### config.mk
export PLATFORM = sky130hd
export DESIGN_NAME = uart_rx_parity_engine
export DESIGN_NICKNAME = d
export VERILOG_FILES = /design/src/rtl/uart_rx_parity_engine.sv
export SDC_FILE = /design/constraint.sdc
export NUM_CORES = 1
export LEC_CHECK = 0
export BUFFER_PORTS_ARGS = -buffer_cell sky130_fd_sc_hd__buf_2
export CAP_MARGIN = 20
export CORE_UTILIZATION = 54
export DETAILED_ROUTE_END_ITERATION = 16
export PLACE_DENSITY = 0.77
export SLEW_MARGIN = 30
export SYNTH_ARGS = -nofsm -noshare
export SYNTH_HDL_FRONTEND = slang
export SYNTH_SLANG_ARGS = --single-unit
### constraint.sdc
create_clock -name CLK -period 2.55 [get_ports CLK]
set_input_delay 0.51 -clock CLK [delete_from_list [all_inputs] [get_ports CLK]]
set_output_delay 0.51 -clock CLK [all_outputs]
set_load 0.02 [all_outputs]
### src/rtl/uart_rx_parity_engine.sv
// ============================================================================
// uart_rx_parity_engine
// ----------------------------------------------------------------------------
// Serial parity engine for the UART receive path. It sits between the data
// sampler and the RX FSM. Parity is accumulated one bit at a time as the
// sampler strobes data bits in (LSB first). The received parity bit is then
// checked against the expected value for the configured mode.
//
// Parameters
//   BUS_WIDTH  maximum data bits per frame (>= 1)
//   CNT_WIDTH  width of the saturating parity-error counter (>= 1)
//   LEN_WIDTH  width of DATA_LEN; derived from BUS_WIDTH, leave at default
//
// Ports
//   CLK          in   clock, all logic on the rising edge
//   RST          in   synchronous reset, active low
//   FRAME_START  in   start bit validated: (re)arms the engine, latches config
//   DATA_LEN     in   data bits per frame, clamped to 1..BUS_WIDTH on latch
//   PAR_MODE     in   0 none, 1 even, 2 odd, 3 mark, 4 space, 5-7 none
//   BIT_VALID    in   SAMPLED_BIT is valid this cycle (one strobe per bit)
//   SAMPLED_BIT  in   serial bit: data LSB first, then the parity bit
//   ERR_CLR      in   clears ERR_STICKY and ERR_CNT
//   PAR_DONE     out  one-cycle pulse when a frame check completes
//   PAR_ERR      out  result of the last completed frame, held until the
//                     next FRAME_START
//   CALC_PAR     out  XOR of the data bits of the last completed frame
//   ERR_STICKY   out  set on any parity error, cleared by ERR_CLR
//   ERR_CNT      out  parity errors since the last clear, saturating
// ============================================================================
module uart_rx_parity_engine #(
  parameter int BUS_WIDTH = 9,
  parameter int CNT_WIDTH = 8,
  parameter int LEN_WIDTH = $clog2(BUS_WIDTH + 1)
) (
  input  logic                 CLK,
  input  logic                 RST,
  input  logic                 FRAME_START,
  input  logic [LEN_WIDTH-1:0] DATA_LEN,
  input  logic [2:0]           PAR_MODE,
  input  logic                 BIT_VALID,
  input  logic                 SAMPLED_BIT,
  input  logic                 ERR_CLR,
  output logic                 PAR_DONE,
  output logic                 PAR_ERR,
  output logic                 CALC_PAR,
  output logic                 ERR_STICKY,
  output logic [CNT_WIDTH-1:0] ERR_CNT
);

  typedef enum logic [1:0] {
    S_IDLE   = 2'd0,
    S_DATA   = 2'd1,
    S_PARITY = 2'd2
  } state_t;

  typedef enum logic [2:0] {
    M_NONE  = 3'd0,
    M_EVEN  = 3'd1,
    M_ODD   = 3'd2,
    M_MARK  = 3'd3,
    M_SPACE = 3'd4
  } mode_t;

  // --------------------------------------------------------------------------
  // Helper functions
  // --------------------------------------------------------------------------

  // Frame length is forced into 1..BUS_WIDTH so the bit counter always has a
  // reachable terminal value.
  function automatic logic [LEN_WIDTH-1:0] clamp_len(input logic [LEN_WIDTH-1:0] len);
    if (len == '0) begin
      return LEN_WIDTH'(1);
    end else if (len > LEN_WIDTH'(BUS_WIDTH)) begin
      return LEN_WIDTH'(BUS_WIDTH);
    end else begin
      return len;
    end
  endfunction

  // Reserved encodings 5-7 behave as "no parity".
  function automatic mode_t map_mode(input logic [2:0] mode);
    case (mode)
      3'd1:    return M_EVEN;
      3'd2:    return M_ODD;
      3'd3:    return M_MARK;
      3'd4:    return M_SPACE;
      default: return M_NONE;
    endcase
  endfunction

  // Value the parity bit must carry, given the XOR of the data bits.
  function automatic logic expected_parity(input mode_t mode, input logic acc);
    case (mode)
      M_EVEN:  return acc;
      M_ODD:   return ~acc;
      M_MARK:  return 1'b1;
      default: return 1'b0;
    endcase
  endfunction

  // Next value of the error counter: saturate at all-ones instead of wrapping.
  function automatic logic [CNT_WIDTH-1:0] sat_inc(input logic [CNT_WIDTH-1:0] cnt);
    if (cnt == '1) begin
      return cnt;
    end else begin
      return cnt + CNT_WIDTH'(1);
    end
  endfunction

  // --------------------------------------------------------------------------
  // State and datapath registers
  // --------------------------------------------------------------------------
  state_t                 state_q,  state_nxt;
  mode_t                  mode_q,   mode_nxt;
  logic [LEN_WIDTH-1:0]   len_q,    len_nxt;
  logic [LEN_WIDTH-1:0]   bcnt_q,   bcnt_nxt;
  logic                   acc_q,    acc_nxt;
  logic                   done_nxt;
  logic                   err_nxt;
  logic                   calc_nxt;
  logic                   sticky_nxt;
  logic [CNT_WIDTH-1:0]   cnt_nxt;
  logic                   last_data_bit;
  logic                   acc_upd;

  assign last_data_bit = (bcnt_q == (len_q - LEN_WIDTH'(1)));
  assign acc_upd       = acc_q ^ SAMPLED_BIT;

  always_ff @(posedge CLK) begin
    if (!RST) begin
      state_q    <= S_IDLE;
      mode_q     <= M_NONE;
      len_q      <= LEN_WIDTH'(1);
      bcnt_q     <= '0;
      acc_q      <= 1'b0;
      PAR_DONE   <= 1'b0;
      PAR_ERR    <= 1'b0;
      CALC_PAR   <= 1'b0;
      ERR_STICKY <= 1'b0;
      ERR_CNT    <= '0;
    end else begin
      state_q    <= state_nxt;
      mode_q     <= mode_nxt;
      len_q      <= len_nxt;
      bcnt_q     <= bcnt_nxt;
      acc_q      <= acc_nxt;
      PAR_DONE   <= done_nxt;
      PAR_ERR    <= err_nxt;
      CALC_PAR   <= calc_nxt;
      ERR_STICKY <= sticky_nxt;
      ERR_CNT    <= cnt_nxt;
    end
  end

  // --------------------------------------------------------------------------
  // Next-state and output logic
  // --------------------------------------------------------------------------
  always_comb begin
    state_nxt = state_q;
    mode_nxt  = mode_q;
    len_nxt   = len_q;
    bcnt_nxt  = bcnt_q;
    acc_nxt   = acc_q;
    done_nxt  = 1'b0;
    err_nxt   = PAR_ERR;
    calc_nxt  = CALC_PAR;

    if (FRAME_START) begin
      // Start has priority over everything: it aborts any frame in flight
      // without reporting it, and a strobe in the same cycle is discarded.
      state_nxt = S_DATA;
      mode_nxt  = map_mode(PAR_MODE);
      len_nxt   = clamp_len(DATA_LEN);
      bcnt_nxt  = '0;
      acc_nxt   = 1'b0;
      err_nxt   = 1'b0;
    end else if (BIT_VALID) begin
      case (state_q)
        S_IDLE: begin
        end
        S_DATA: begin
          acc_nxt  = acc_upd;
          bcnt_nxt = bcnt_q + LEN_WIDTH'(1);
          if (last_data_bit) begin
            if (mode_q == M_NONE) begin
              // No parity bit follows; the frame completes on its last data bit.
              state_nxt = S_IDLE;
              done_nxt  = 1'b1;
              err_nxt   = 1'b0;
              calc_nxt  = acc_upd;
            end else begin
              state_nxt = S_PARITY;
            end
          end
        end
        S_PARITY: begin
          state_nxt = S_IDLE;
          done_nxt  = 1'b1;
          err_nxt   = (SAMPLED_BIT != expected_parity(mode_q, acc_q));
          calc_nxt  = acc_q;
        end
        default: begin
          state_nxt = S_IDLE;
        end
      endcase
    end
  end

  // Error statistics. A fresh error on the same edge as ERR_CLR is kept: the
  // clear wipes the old history and the new error becomes the first count.
  always_comb begin
    sticky_nxt = ERR_STICKY;
    cnt_nxt    = ERR_CNT;
    if (done_nxt && err_nxt) begin
      sticky_nxt = 1'b1;
      cnt_nxt    = ERR_CLR ? CNT_WIDTH'(1) : sat_inc(ERR_CNT);
    end else if (ERR_CLR) begin
      sticky_nxt = 1'b0;
      cnt_nxt    = '0;
    end
  end

endmodule

Yosys cells after proc, flatten, opt, wreduce, memory -nomap -nowiden
Index checks and enable logic that the tools add are counted.
{ "word_totals": {"reg_bits": 26, "output_inout_bits": 12, "wordCells": 81} }
{ "classes": {"add_sub_neg": 3, "n_lt_le_gt_ge": 1, "n_eq_ne": 17, "n_mux": 31, "bitwise": 5, "n_reduce_logical": 13} }
{ "ops": {"columns": ["cell", "n"], "rows": [
  ["two-way mux 8 bit", 4],
  ["two-way mux 1 bit", 17],
  ["== test 3 x 2 -> 1 bit, second input constant", 4],
  ["one-hot mux 3 bit (4 select lines)", 1],
  ["adder 8 x 1 -> 8 bit, second input constant", 1],
  ["== test 8 bit, second input constant", 1],
  ["two-way mux 4 bit", 2],
  ["inequality test 2 bit, second input constant", 4],
  ["== test 3 x 1 -> 1 bit, second input constant", 2],
  ["one-hot mux 1 bit (2 select lines)", 3],
  ["AND reduction 3 bit", 2],
  ["nonzero test 2 bit", 3],
  ["AND reduction 5 bit", 1],
  ["adder 4 x 1 -> 4 bit, second input constant", 1],
  ["== test 4 bit", 1],
  ["> comparator 4 bit, second input constant", 1],
  ["zero test 4 bit", 1],
  ["two-way mux 2 bit", 2],
  ["NOT 1 bit", 4],
  ["one-hot mux 2 bit (2 select lines)", 1],
  ["AND reduction 2 bit", 2],
  ["subtractor 4 x 1 -> 4 bit, second input constant", 1],
  ["== test 3 bit, second input constant", 1],
  ["zero test 3 bit", 1],
  ["other kinds (9)", 9]
]} }

Depth between registers and ports, before layout
{ "depth": {"ltp_word": 12, "depth_mapped": 9, "mapped_depth_nobuf": 8} }

Worst setup path before layout
No wires, ideal clock.
{ "synth_path": {"path_kind": "register to register", "start": "register state_q[0]", "end": "register ERR_CNT[4]", "setup_ns": 0.070, "t_arrival_ns": 2.141, "required_ns": 2.480, "path_slack_ns": 0.339, "path_stages_with_launch": 10, "n_path_buf": 1, "synth_period_minus_slack_ns": 2.211, "path_cell_list": "dfxtp_1 > inv_1 > ha_1 > and3b_2 > and2_2 > nand4_4 > a211o_1 > buf_6 > or4_1 > a21oi_1"} }
{ "synth_via": {"elab_chain_len": 7, "word_cells_on_any_way": 12, "cone_classes": "eq/ne: 2; mux: 7; reduce/logical: 3"} }
{ "synth_lines": {"columns": ["item", "line", "text"], "rows": [
  ["start: declaration", "113", "state_t state_q, state_nxt;"],
  ["start signal: assignment", "142", "state_q <= state_nxt;"],
  ["== test 2 bit or == test 2 x 1 -> 1 bit (tied branches)", "178", "case (state_q)"],
  ["one-hot mux 1 bit (2 select lines)", "178", null],
  ["two-way mux 1 bit", "177", "end else if (BIT_VALID) begin"],
  ["two-way mux 1 bit", "168", "if (FRAME_START) begin"],
  ["logical AND 1 bit (*)", "214", "if (done_nxt && err_nxt) begin"],
  ["nonzero test 2 bit (no line)", null, null],
  ["AND reduction 2 bit (no line)", null, null],
  ["end signal: assignment", "151", "ERR_CNT <= cnt_nxt;"],
  ["end: declaration", "47", "output logic [CNT_WIDTH-1:0] ERR_CNT"]
]} }
Every way passes the cells marked *; elsewhere a longest branch is shown, timed or not.
A chain may end at the register's enable or synchronous reset.

Worst setup path after layout
{ "layout_path": {"start": "register state_q[0]", "end": "register ERR_CNT[3]"} }
The elaborated chain is that of the path after synthesis.

==> summary.txt <==
Pwr
  • Leakage power: 0.677 nW
  • Power per cell area: 425 nW/um^2
  • Worst VDD drop: 343 uV

Setup path
  • Slowest stage delay, CP: 0.48 ns
  • Setup CP Type: reg -> reg
  • Worst setup EP type: flip-flop
  • R2R depth: 8
  • Worst r2r src: state_q[0]
  • Critical-path top delay cell: or4_1
  • Worst Path Arrival: 2.66 ns
  • Buf+Inv Stages, Crit Path: 1
  • Max FO, Critical Path: 13
  • Data required time at the worst endpoint: 2.81 ns
  • Startpoint Class: flip-flop
  • Flop-to-flop setup slack: 0.15 ns
  • Critical-path cell list: inv_1 > ha_1 > and3b_2 > and2_2 > nand4_4 > a211o_4 > or4_1 > a21oi_1
  • FF-to-FF End: ERR_CNT[3]
  • Largest delay contributor family on the critical path: simple AND/OR/NAND/NOR gates

Placement
  • Dpl hpwl: 2250 um
  • Port-buffer cells: 24
  • Post-Place Cells: 214
  • Gpl congestion: 0.862

Timing
  • Slew @ Worst Pin: 0.352 ns
  • Final setup TNS: 0 ns
  • Final Slew Violations: 0
  • Fin crit period: 2.40 ns
  • Final setup skew: 0.00664 ns
  • Rel. slew slack: 0.763
  • Fin crit share: 0.940
  • RSZ-0062 raised after global routing: false
  • Setup violators final: 0
  • Worst hold slack: 0.439 ns
  • Final hold violation count: 0
  • Max Freq: 417 MHz

Clock tree
  • Root Buffer: clkbuf_4
  • Sink Count: 26
  • TritonCTS buffer count: 3
  • Worst skew pair latency: 0.31 ns
  • Maximum clock insertion buffer count: 2
  • Max H-tree Level: 1
  • Clk slew on worst S/H paths: 0.13 ns
  • CTS tree: done

Routing
  • Starting DRC count in detailed routing: 24
  • Post-Route WL: 3000 um
  • DRC violations left: 0
  • Antenna viol nets, final: 0
  • Routed length per instance: 13.8 um
  • DR vias: 1268
  • Initial DRT Pass Iterations: 4
  • Post-DR vias/cell: 5.84

Logic synthesis
  • Synth top area cells: dfxtp_1 (37%), ha_1 (5.3%), a21oi_1 (4.9%)
  • Post-synthesis adder-cell area fraction: 0.0527
  • FF+latch count, synth: 26
  • Synth unique cells: 43
  • Share of the synthesized area in the top cell type: 0.365
  • Compound-Gate Fraction of Synth Area: 0.174
  • Seq/Total Area, Yosys: 0.365
  • Syn Area/Cell: 8.91 sq um
  • Async S/R FF share, synth: 0
  • Synth Flop Type: dfxtp_1
  • YS warnings: 0
  • Most frequent cell after synthesis: dfxtp_1
  • Post-Syn Instances: 160
  • Post-synth EDFFs: 0
  • Synth top cells by count: dfxtp_1 (26), a21oi_1 (14), nor2_1 (13)
  • Mux contribution to synthesized area: 0.0281
  • Syn Nets: 179
  • Xor and xnor area share after synthesis: 0.0764
  • Largest area contributor in the netlist: dfxtp_1
  • Simple-gate share of the synthesized area: 0.263
  • Synthesized area: 1430 sq um
  • Combinational family with the most area after synthesis: simple AND/OR/NAND/NOR gates

Cells and area
  • Layout cells sized above 1: 0.225
  • Total area of sequential cells: 520 sq um
  • Area growth, synth to finish: 13.6%
  • # diodes: 0
  • Nets@finish: 208
  • Core Util, Final: 0.654
  • Final non-filler cell total: 217
  • # fillers: 231
  • Multi-input gate area: 855 sq um

Die
  • Die X: 53.4 um
  • Rows: 18
  • I/O pin count: 25
  • Initial Util: 0.575
  • Total core area: 2480 sq um
  • Die Y: 53.4 um
  • Die footprint: 2850 sq um

Hold path
  • Hold depth: 3
  • Hold EP: len_q[0]
  • Hold Startpoint: DATA_LEN[0]
  • Worst min path class: in -> reg

GRT
  • Overall Global Routing Usage: 0.235
  • Pin count of the biggest net entering global routing: 16
  • First-pass GRT wire length: 4860 um
  • Met1 usage: 0.296
  • M2 GR Usage: 0.402
  • M3 GR Usage: 0.0259
  • Global routing's busiest layer: met2
  • Total gr overflow: 0
  • Vias in the first global route: 1131
  • Initial antenna violation count: 0

Job
  • Max_cap viols: 0

Outcome
  • Status: finished clean
==> cells in the final DEF, fill, tap and decap left out, types with 2 or more instances in the layout <==
master | netlist | final
a21oi_1 | 14 | 14
and2_2 | 2 | 2
and3_1 | 2 | 2
buf_2 | 2 | 24
buf_4 | 0 | 4
clkbuf_4 | 0 | 3
dfxtp_1 | 26 | 26
ha_1 | 6 | 6
inv_1 | 8 | 8
mux2i_1 | 4 | 4
nand2_1 | 10 | 10
nand2b_1 | 4 | 4
nand3_1 | 8 | 8
nand3b_1 | 3 | 3
nand4_1 | 4 | 4
nor2_1 | 13 | 13
nor3_1 | 2 | 2
o211ai_1 | 2 | 2
o21ai_0 | 5 | 5
o31ai_1 | 7 | 7
or3_1 | 3 | 3
or4_1 | 5 | 5
xor2_1 | 7 | 7
==> flip-flops by register name, summed over array words and instances (netlist names) <==
register,cells
len_q,4
ERR_STICKY,1
state_q,2
PAR_ERR,1
mode_q,3
acc_q,1
ERR_CNT,8
bcnt_q,4
CALC_PAR,1
PAR_DONE,1
==> worst reg2reg max path: stages, from the launching register on <==
cell and delay, ns:
dfxtp_1 0.39, inv_1 0.08, ha_1 0.34, and3b_2 0.21, and2_2 0.17, nand4_4 0.12, a211o_4 0.42, or4_1 0.48
a21oi_1 0.15
==> timing repair <==
action                                  in CTS  in global routing
buffers inserted                             0                  0
gates resized for setup                      0                  2
hold buffers                                 0                  0
endpoints found under the setup margin       0                  2
==> report_power, final <==
group	switching [mW]	leakage [nW]	total, mW	internal [mW]
sequential	0.00680	0.211	0.421	0.414
clock	0.113	0.0138	0.168	0.0553
combinational	0.0560	0.453	0.0990	0.0430
==> cells by family (layout without fill, tap and decap cells) <==
logic type                 count (synthesis)  after routing
muxes                                      4              4
buffers and inverters                     13             40
AOI/OAI and AO/OA                         37             37
xor gates and xnor gates                  10             10
DFF                                       26             26
adders and majority gates                  6              6
and+or+nand+nor                           64             64
==> final cells by class <==
type / instances / share of cell area
multi-input cells: 121 / 0.528
flip-flops and latches: 26 / 0.321
repair buffers: 28 / 0.0927
well taps: 30 / 0.0232
inverters: 9 / 0.0209
clock buffers: 3 / 0.0139
==> worst max path at each step <==
stage | start | cells past startpoint | end | slack (ns)
2_1_floorplan | state_q[0] | 9 | ERR_CNT[4] | 0.34
5_1_grt | state_q[1] | 8 | ERR_CNT[3] | 0.03
6_report | state_q[0] | 8 | ERR_CNT[3] | 0.15
4_1_cts | state_q[0] | 8 | ERR_CNT[3] | 0.1
3_3_place_gp | state_q[0] | 8 | ERR_CNT[3] | 0.24
3_5_place_dp | state_q[0] | 8 | ERR_CNT[3] | 0.13
==> layer usage <==
metal | wire length (um) | share of wire | vias to the layer above
met2 | 1470 | 0.49 | 36
met4 | 32 | 0.011 | 0
met3 | 137 | 0.046 | 4
met5 | 0 | 0 | -
met1 | 1370 | 0.46 | 588
li1 | - | - | 640
==> stage by stage <==
stage,cell area [sq um],power (mW),setup slack (ns)
after detailed placement,1590,0.527,0.134
final,1620,0.688,0.153
after global placement,1590,0.523,0.238
after floorplan,1430,0.494,0.339
after CTS,1610,0.695,0.0988
after global routing,1620,0.716,0.0331
Power figures use the tool's default switching activity.
